## src/rtl/seq_detect_param.sv

```systemverilog
// seq_detect_param
//   Serial bit-sequence detector with a run-time programmable SEQ_LEN-bit
//   pattern. Emits a registered one-cycle `detected` pulse on every match,
//   in either overlapping or non-overlapping mode.
//
//   Optional feature macro: SEQ_DETECT_CNT_EN
//     defined   -> saturating match counter and cnt_clr are built in
//     undefined -> match_cnt is tied to 0, cnt_clr is ignored
//
// Ports
//   clk        in   1        rising-edge clock
//   rst_n      in   1        asynchronous active-low reset
//   data_valid in   1        qualifies `data`
//   data       in   1        serial input bit
//   pat_wr     in   1        load strobe for pat_in (also restarts the window)
//   pat_in     in   SEQ_LEN  new pattern, bit 0 = first bit expected
//   overlap    in   1        1 = overlapping matches, 0 = non-overlapping
//   cnt_clr    in   1        synchronous clear of match_cnt
//   detected   out  1        one-cycle match pulse
//   match_cnt  out  CNT_W    saturating match count
//   state      out  2        FSM state (0 EMPTY, 1 FILL, 2 FULL)
module seq_detect_param #(
  parameter int                 SEQ_LEN         = 4,
  parameter logic [SEQ_LEN-1:0] DEFAULT_PATTERN = 4'b1001,
  parameter int                 CNT_W           = 8
) (
  input  logic               clk,
  input  logic               rst_n,
  input  logic               data_valid,
  input  logic               data,
  input  logic               pat_wr,
  input  logic [SEQ_LEN-1:0] pat_in,
  input  logic               overlap,
  input  logic               cnt_clr,
  output logic               detected,
  output logic [CNT_W-1:0]   match_cnt,
  output logic [1:0]         state
);

  localparam int             FW       = $clog2(SEQ_LEN + 1);
  localparam logic [FW-1:0]  FILL_MAX = FW'(SEQ_LEN);

  typedef enum logic [1:0] {
    ST_EMPTY = 2'd0,
    ST_FILL  = 2'd1,
    ST_FULL  = 2'd2,
    ST_BAD   = 2'd3
  } state_t;

  state_t             r_state, w_state_n;
  logic [SEQ_LEN-1:0] r_pat,   w_pat_n;
  logic [SEQ_LEN-1:0] r_hist,  w_hist_n;
  logic [FW-1:0]      r_fill,  w_fill_n;
  logic               r_det;

  logic [SEQ_LEN-1:0] w_hist_sh;
  logic [FW-1:0]      w_fill_inc;
  logic               w_match;

  // Window after accepting the current bit; hist[0] is always the oldest.
  assign w_hist_sh  = {data, r_hist[SEQ_LEN-1:1]};
  assign w_fill_inc = (r_fill == FILL_MAX) ? r_fill : r_fill + 1'b1;

  // A pattern load discards the coincident data bit, and the illegal state
  // only recovers, so neither can produce a match.
  assign w_match = data_valid && !pat_wr && (r_state != ST_BAD) &&
                   (w_fill_inc == FILL_MAX) && (w_hist_sh == r_pat);

  always_comb begin
    w_state_n = r_state;
    w_pat_n   = r_pat;
    w_hist_n  = r_hist;
    w_fill_n  = r_fill;
    if (pat_wr) begin
      w_pat_n   = pat_in;
      w_hist_n  = '0;
      w_fill_n  = '0;
      w_state_n = ST_EMPTY;
    end else if (r_state == ST_BAD) begin
      w_hist_n  = '0;
      w_fill_n  = '0;
      w_state_n = ST_EMPTY;
    end else if (data_valid) begin
      w_hist_n = w_hist_sh;
      if (w_match && !overlap) begin
        w_fill_n  = '0;
        w_state_n = ST_EMPTY;
      end else begin
        w_fill_n  = w_fill_inc;
        w_state_n = (w_fill_inc == FILL_MAX) ? ST_FULL : ST_FILL;
      end
    end
  end

  always_ff @(posedge clk or negedge rst_n) begin
    if (!rst_n) begin
      r_state <= ST_EMPTY;
      r_pat   <= DEFAULT_PATTERN;
      r_hist  <= '0;
      r_fill  <= '0;
      r_det   <= 1'b0;
    end else begin
      r_state <= w_state_n;
      r_pat   <= w_pat_n;
      r_hist  <= w_hist_n;
      r_fill  <= w_fill_n;
      r_det   <= w_match;
    end
  end

  assign detected = r_det;
  assign state    = r_state;

`ifdef SEQ_DETECT_CNT_EN
  logic [CNT_W-1:0] r_cnt;

  // Clear wins over count, but a match in the clearing cycle still counts.
  always_ff @(posedge clk or negedge rst_n) begin
    if (!rst_n) begin
      r_cnt <= '0;
    end else if (cnt_clr) begin
      r_cnt <= w_match ? CNT_W'(1) : '0;
    end else if (w_match && (r_cnt != '1)) begin
      r_cnt <= r_cnt + 1'b1;
    end
  end

  assign match_cnt = r_cnt;
`else
  logic w_unused_cnt_clr;
  assign w_unused_cnt_clr = cnt_clr;
  assign match_cnt        = '0;
`endif

endmodule

```

## config.mk

```make
export PLATFORM = sky130hd
export DESIGN_NAME = seq_detect_param
export DESIGN_NICKNAME = d
export VERILOG_FILES = /design/src/rtl/seq_detect_param.sv
export SDC_FILE = /design/constraint.sdc
export NUM_CORES = 1
export LEC_CHECK = 0
export CORE_MARGIN = 1
export CORE_UTILIZATION = 48
export CTS_CLUSTER_SIZE = 16
export DETAILED_ROUTE_END_ITERATION = 6
export PLACE_DENSITY = 0.83
export REMOVE_ABC_BUFFERS = 1
export SYNTH_ARGS = -nofsm -noshare
export SYNTH_HDL_FRONTEND = slang
export SYNTH_SLANG_ARGS = --single-unit
```

## constraint.sdc

```tcl
create_clock -name clk -period 4.5 [get_ports clk]
set_input_delay 0.9 -clock clk [delete_from_list [all_inputs] [get_ports clk]]
set_output_delay 0.9 -clock clk [all_outputs]
set_load 0.03 [all_outputs]
```

==> results_dict.tcl, run 1 <==
set metrics [dict create \
    worstPathRequired_ps 3600 \
    cp_top_family "buffers and inverters" \
    drtPass1Iterations 4 \
    combPwrFrac 0.216 \
    portBuffers 12 \
    cts_root_buf "clkbuf_4" \
    cp_cell_sequence "clkdlybuf4s50_1" \
    synth_mux_area_frac 0.1199 \
    layout_commonest_cell "clkdlybuf4s50_1" \
    path_class "register to output port" \
    synth_fa_ha_area_frac 0.03527 \
    p_seq_frac 0.518 \
    hold_violations 0 \
    ys.warnings.count 0 \
    fillerInstances 117 \
    syn_inst 66 \
    wl_per_cell_um 10.97 \
    maxCapViolCount 0 \
    grt_util_met2 0.2778 \
    powerDensity_mw_per_mm2 305.1 \
    p_int_uw 185.4 \
    report.final.slew_viol_count 0 \
    diodes 0 \
    drt_iter0_drc 8 \
    startpoint_type "register" \
    cts_tree "yes" \
    die_w_um 40.45 \
    fp.dieArea_mm2 0.001636 \
    leakage_uw 0.0003696 \
    p_total_uw 255.4 \
    cts.path.max_buffers 2 \
    critical_path.startpoint "state[0]" \
    worst_slew_margin_rel 0.6391 \
    synth_cell_types 23 \
    min_from "r_pat[2]" \
    h-tree-depth 1 \
    status "completed" \
    rrSetupSlack_ps 2740 \
    ys_ff_latch 13 \
    overflow 0 \
    yosys.area_share.simple 0.1499 \
    ys.flop_type "dfrtp_1" \
    synth-async-reset-ratio 1.000 \
    post_drt_via_cell_ratio 5.000 \
    nets 94 \
    cts_resized 0 \
    skew_ps 10.37 \
    synth_edf_count 0 \
    cts-buffers-inserted 3 \
    syn_area_um2 709.4 \
    path_buf_inv 1 \
    row_count 13 \
    layout_common_cells "clkdlybuf4s50_1 (12), dfrtp_1 (11), nor2_1 (8), conb_1 (8), xnor2_1 (6)" \
    cpMaxStageDelayCell "clkdlybuf4s50_1" \
    grt_pass1_vias 430 \
    post_cts_buffers 0 \
    drc 0 \
    grt_max_degree 14 \
    gp_congestion 0.7407 \
    setup_viol 0 \
    critPathMaxStageDelay_ps 680 \
    min_period_ps 2222 \
    finalWirelength_mm 1.042 \
    core_area_mm2 0.001334 \
    hold_buffers 0 \
    regArea_um2 327.8 \
    switchingPower_uw 70.05 \
    area_growth_pct 17.99 \
    finalWorstSetupSlack_ps 2278 \
    grt_use_met3 0.08333 \
    pre_cts_slack_ps 2077 \
    clock_latency_ps 270 \
    rsz0062_at_grt "no" \
    final_antenna_net_count 0 \
    io_pins 22 \
    r2r_start "r_fill[0]" \
    finalCritPeriodShare 0.4938 \
    initial_utilization 0.5319 \
    r2r_end "state[1]" \
    critPathMaxFanout 3 \
    drive_gt1_frac 0.1250 \
    synth-seq-area-share 0.4621 \
    synth_top_family_by_area "simple AND/OR/NAND/NOR gates" \
    switching_share 0.2743 \
    synth_compound_area_frac 0.05291 \
    grt_util_met1 0.2027 \
    multi_input_area_um2 336.6 \
    setup_tns_ps 0 \
    hp-class "register to register" \
    min_to "r_pat[2]" \
    clockPowerShare 0.266 \
    cp.arrival_ps 1320 \
    clkSlewWorstSetupHoldPaths_ps 70 \
    holdPathStages 1 \
    endpoint_kind "output port" \
    fmaxAchievable_mhz 450.0 \
    grt_pass1_wl_mm 1.787 \
    antenna_found_initial 0 \
    reg2reg_depth 6 \
    worst_pin_slew_ps 539.7 \
    post_synth.cell_area_avg_um2 10.75 \
    grt_usage 0.1799 \
    die_y_um 40.45 \
    ir_drop_mv 0.2215 \
    gr-max-usage-layer "met2" \
    cts_num_sinks 13 \
    synth-xor-area-share 0.07407 \
    vias 475 \
]
[routing by layer]
metal,share of wire,wire length (µm)
met2,0.47,492
met5,0,0
met4,0.024,25
met3,0.056,58
met1,0.45,465
[metrics by stage]
step                      hold slack, ps  cell area [µm²]  utilization  cells
after global placement             520.5            810.8       0.6079     91
after CTS                          547.4            837.1       0.6276     95
after detailed placement           529.7            810.8       0.6079     91
after floorplan                    502.1            671.9            -     64
final                              543.2            837.1       0.6276     95
after global routing               560.9            837.1       0.6276     95
[power by group through the flow]
stage	registers, µW	logic (µW)	clock network, µW
2_1_floorplan	136	34.2	0
5_1_grt	133	61.6	79.4
3_3_place_gp	134	54.1	0
3_5_place_dp	135	55.4	0
6_report	132	55.1	68.0
4_1_cts	132	55.8	71.5
[flip-flops by register name, summed over array words and instances (netlist names)]
register and cells:
r_fill 3, r_hist 3, state 2, r_pat 4
detected 1
[how the worst max path moves through the flow]
stage                          end  slack [ps]  cells after the start
after global routing      state[0]        2210                      1
after global placement    state[1]        2130                      5
after CTS                 state[0]        2270                      1
after detailed placement  state[1]        2080                      5
after floorplan           state[1]        2880                      6
final                     state[0]        2280                      1
[Yosys cell counts (2+ instances only)]
| library cell | n | area (µm²) |
|---|---|---|
| mux2_2 | 4 | 45.04 |
| ha_1 | 2 | 25.02 |
| a21oi_1 | 2 | 10.01 |
| mux2i_1 | 4 | 40.04 |
| xnor2_1 | 6 | 52.55 |
| dfrtp_1 | 11 | 275.3 |
| dfstp_2 | 2 | 52.55 |
| nand2_1 | 2 | 7.510 |
| inv_1 | 2 | 7.510 |
| nor2_1 | 8 | 30.03 |
| buf_4 | 8 | 60.06 |
| nor4_1 | 2 | 12.51 |
| nand2b_1 | 3 | 18.77 |
[logic make-up (layout without fill, tap and decap cells)]
family / Yosys count / in the layout
adder cells (fa/ha/maj): 2 / 2
AO/OA/AOI/OAI: 5 / 5
flip-flops: 13 / 13
buffers and inverters: 11 / 18
other: 1 / 8
multiplexers: 8 / 8
AND/OR/NAND/NOR: 20 / 20
XOR/XNOR: 6 / 6
[final cells by class]
cell class | count | share of cell area
multi-input combinational | 49 | 0.4021
timing repair buffer | 12 | 0.1435
clock buffer | 4 | 0.03139
tap | 15 | 0.02242
inverter | 2 | 0.008969
sequential | 13 | 0.3916
No activity file was read; power rests on OpenSTA's default activity.
==> run 2, diff against run 1 <==
--- a/config.mk
+++ b/config.mk
@@ -6,10 +6,10 @@
 export NUM_CORES = 1
 export LEC_CHECK = 0
 export CORE_MARGIN = 1
-export CORE_UTILIZATION = 48
+export CORE_UTILIZATION = 44
 export CTS_CLUSTER_SIZE = 16
 export DETAILED_ROUTE_END_ITERATION = 6
-export PLACE_DENSITY = 0.83
+export PLACE_DENSITY = 0.77
 export REMOVE_ABC_BUFFERS = 1
 export SYNTH_ARGS = -nofsm -noshare
 export SYNTH_HDL_FRONTEND = slang
==> constraint.sdc (replaced) <==
create_clock -name clk -period 2.15 [get_ports clk]
set_input_delay 0.43 -clock clk [delete_from_list [all_inputs] [get_ports clk]]
set_output_delay 0.43 -clock clk [all_outputs]
set_load 0.03 [all_outputs]
==> results_dict.tcl, run 2 (synthesis results as in run 1) <==
set metrics [dict create \
    status "completed" \
    cp.arrival_ps 1980 \
    r2r_end "state[1]" \
    antenna_found_initial 0 \
    drc 0 \
    gp_congestion 0.7661 \
    die_y_um 42.16 \
    multi_input_area_um2 336.6 \
    placed_cell_area_um2 819.5 \
    core_area_mm2 0.001506 \
    powerDensity_mw_per_mm2 644.3 \
    h-tree-depth 1 \
    regArea_um2 327.8 \
    largest_register_ffs 4 \
    setup_tns_ps 0 \
    dp_hpwl_um 876.7 \
    worstPathRequired_ps 2350 \
    maxCapViolCount 0 \
    layout_commonest_cell "clkdlybuf4s50_1" \
    vias 482 \
    nets 95 \
    worst_pin_slew_ps 582.2 \
    clkSlewWorstSetupHoldPaths_ps 80 \
    cts-buffers-inserted 3 \
    critPathMaxFanout 4 \
    hold_buffers 0 \
    worst_slew_margin_rel 0.6106 \
    post_drt_via_cell_ratio 4.969 \
    grt_pass1_wl_mm 1.945 \
    min_period_ps 1778 \
    drive_gt1_frac 0.1358 \
    path_class "register to register" \
    leakage_uw 0.0003744 \
    finalWirelength_mm 1.146 \
    grt_usage 0.1517 \
    cts_root_buf "clkbuf_4" \
    rsz0062_at_grt "no" \
    initial_utilization 0.4709 \
    io_pins 22 \
    ir_drop_mv 0.2660 \
    cts_num_sinks 13 \
    setup_viol 0 \
    regMostFlops "r_pat" \
    row_count 14 \
    cts.path.max_buffers 2 \
    drtPass1Iterations 2 \
    clock_latency_ps 270 \
    hold_violations 0 \
    startpoint_type "register" \
    die_w_um 42.16 \
    skew_ps 2.768 \
    cts_tree "yes" \
    fp.dieArea_mm2 0.001777 \
    layout_common_cells "clkdlybuf4s50_1 (12), dfrtp_1 (11), nor2_1 (8), conb_1 (8), xnor2_1 (6)" \
    endpoint_kind "register" \
    wl_per_cell_um 11.81 \
    final_antenna_net_count 0 \
    report.final.slew_viol_count 0 \
    top_regs "r_pat (4), r_fill (3), r_hist (3)" \
    portBuffers 12 \
    hp-class "primary input to async pin" \
    area_growth_pct 19.22 \
    final_cell_area_um2 845.8 \
    fmaxAchievable_mhz 562.4 \
    overflow 0 \
    r2r_start "r_fill[0]" \
    fillerInstances 136 \
    drt_iter0_drc 2 \
    reg2reg_depth 6 \
    diodes 0 \
    rrSetupSlack_ps 370 \
    grt_pass1_vias 495 \
    grt_max_degree 14 \
    whs_ps 522.6 \
    finalCritPeriodShare 0.8271 \
    cts_resized 0 \
    post_cts_buffers 0 \
]
-- run 2: changes by cell type in the layout (fill, tap and decap cells not counted) --
| cell | previous run | this run |
|---|---|---|
| buf_4 | 0 | 1 |
-- run 2: how the worst max path moves through the flow --
stage,from,endpoint,slack [ps],cells after the start
global placement,r_fill[0],state[1],420,6
global route,r_fill[0],state[1],260,6
finish,r_fill[0],state[1],370,6
detailed placement,r_fill[0],state[1],400,6
floorplan,r_fill[0],state[1],530,6
CTS,r_fill[0],state[1],380,6
-- run 2: worst max-delay path, cell delays in order (launching register included) --
cell	delay [ps]
dfrtp_1	410
inv_1	110
ha_1	240
or3b_1	390
a311oi_2	310
nand2b_1	110
o21ai_1	130
-- run 2: routing by layer --
metal,vias up,wire length [µm],global-route usage
met5,-,0,0
met4,0,21,0.1313
met3,2,45,0.04741
met2,12,564,0.2500
met1,232,516,0.1532
li1,236,-,-
-- run 2: final cells by class --
cell class                      instances  share of cell area
Tap cell                               16             0.02367
Inverter                                2            0.008876
Timing Repair Buffer                   13              0.1509
Sequential cell                        13              0.3876
Clock buffer                            4             0.03107
Multi-Input combinational cell         49              0.3979
-- run 2: where the power goes --
part / switching (µW) / total (µW) / internal (µW) / leakage (µW)
logic: 63.9 / 117 / 53.6 / 0.000193
registers: 12.9 / 277 / 264 / 0.000166
clock network: 79.1 / 151 / 71.9 / 0.0000150
total: 156 / 545 / 389 / 0.000374
-- run 2: through the flow --
| stage | std cells | worst slack, ps | utilization | power, µW |
|---|---|---|---|---|
| 6_report | 97 | 371.8 | 0.5615 | 545.0 |
| 5_1_grt | 97 | 259.4 | 0.5615 | 579.8 |
| 4_1_cts | 97 | 375.9 | 0.5615 | 555.1 |
| 3_5_place_dp | 93 | 396.0 | 0.5440 | 399.9 |
| 3_3_place_gp | 93 | 415.4 | 0.5440 | 396.9 |
| 2_1_floorplan | 64 | 529.4 | - | 356.1 |
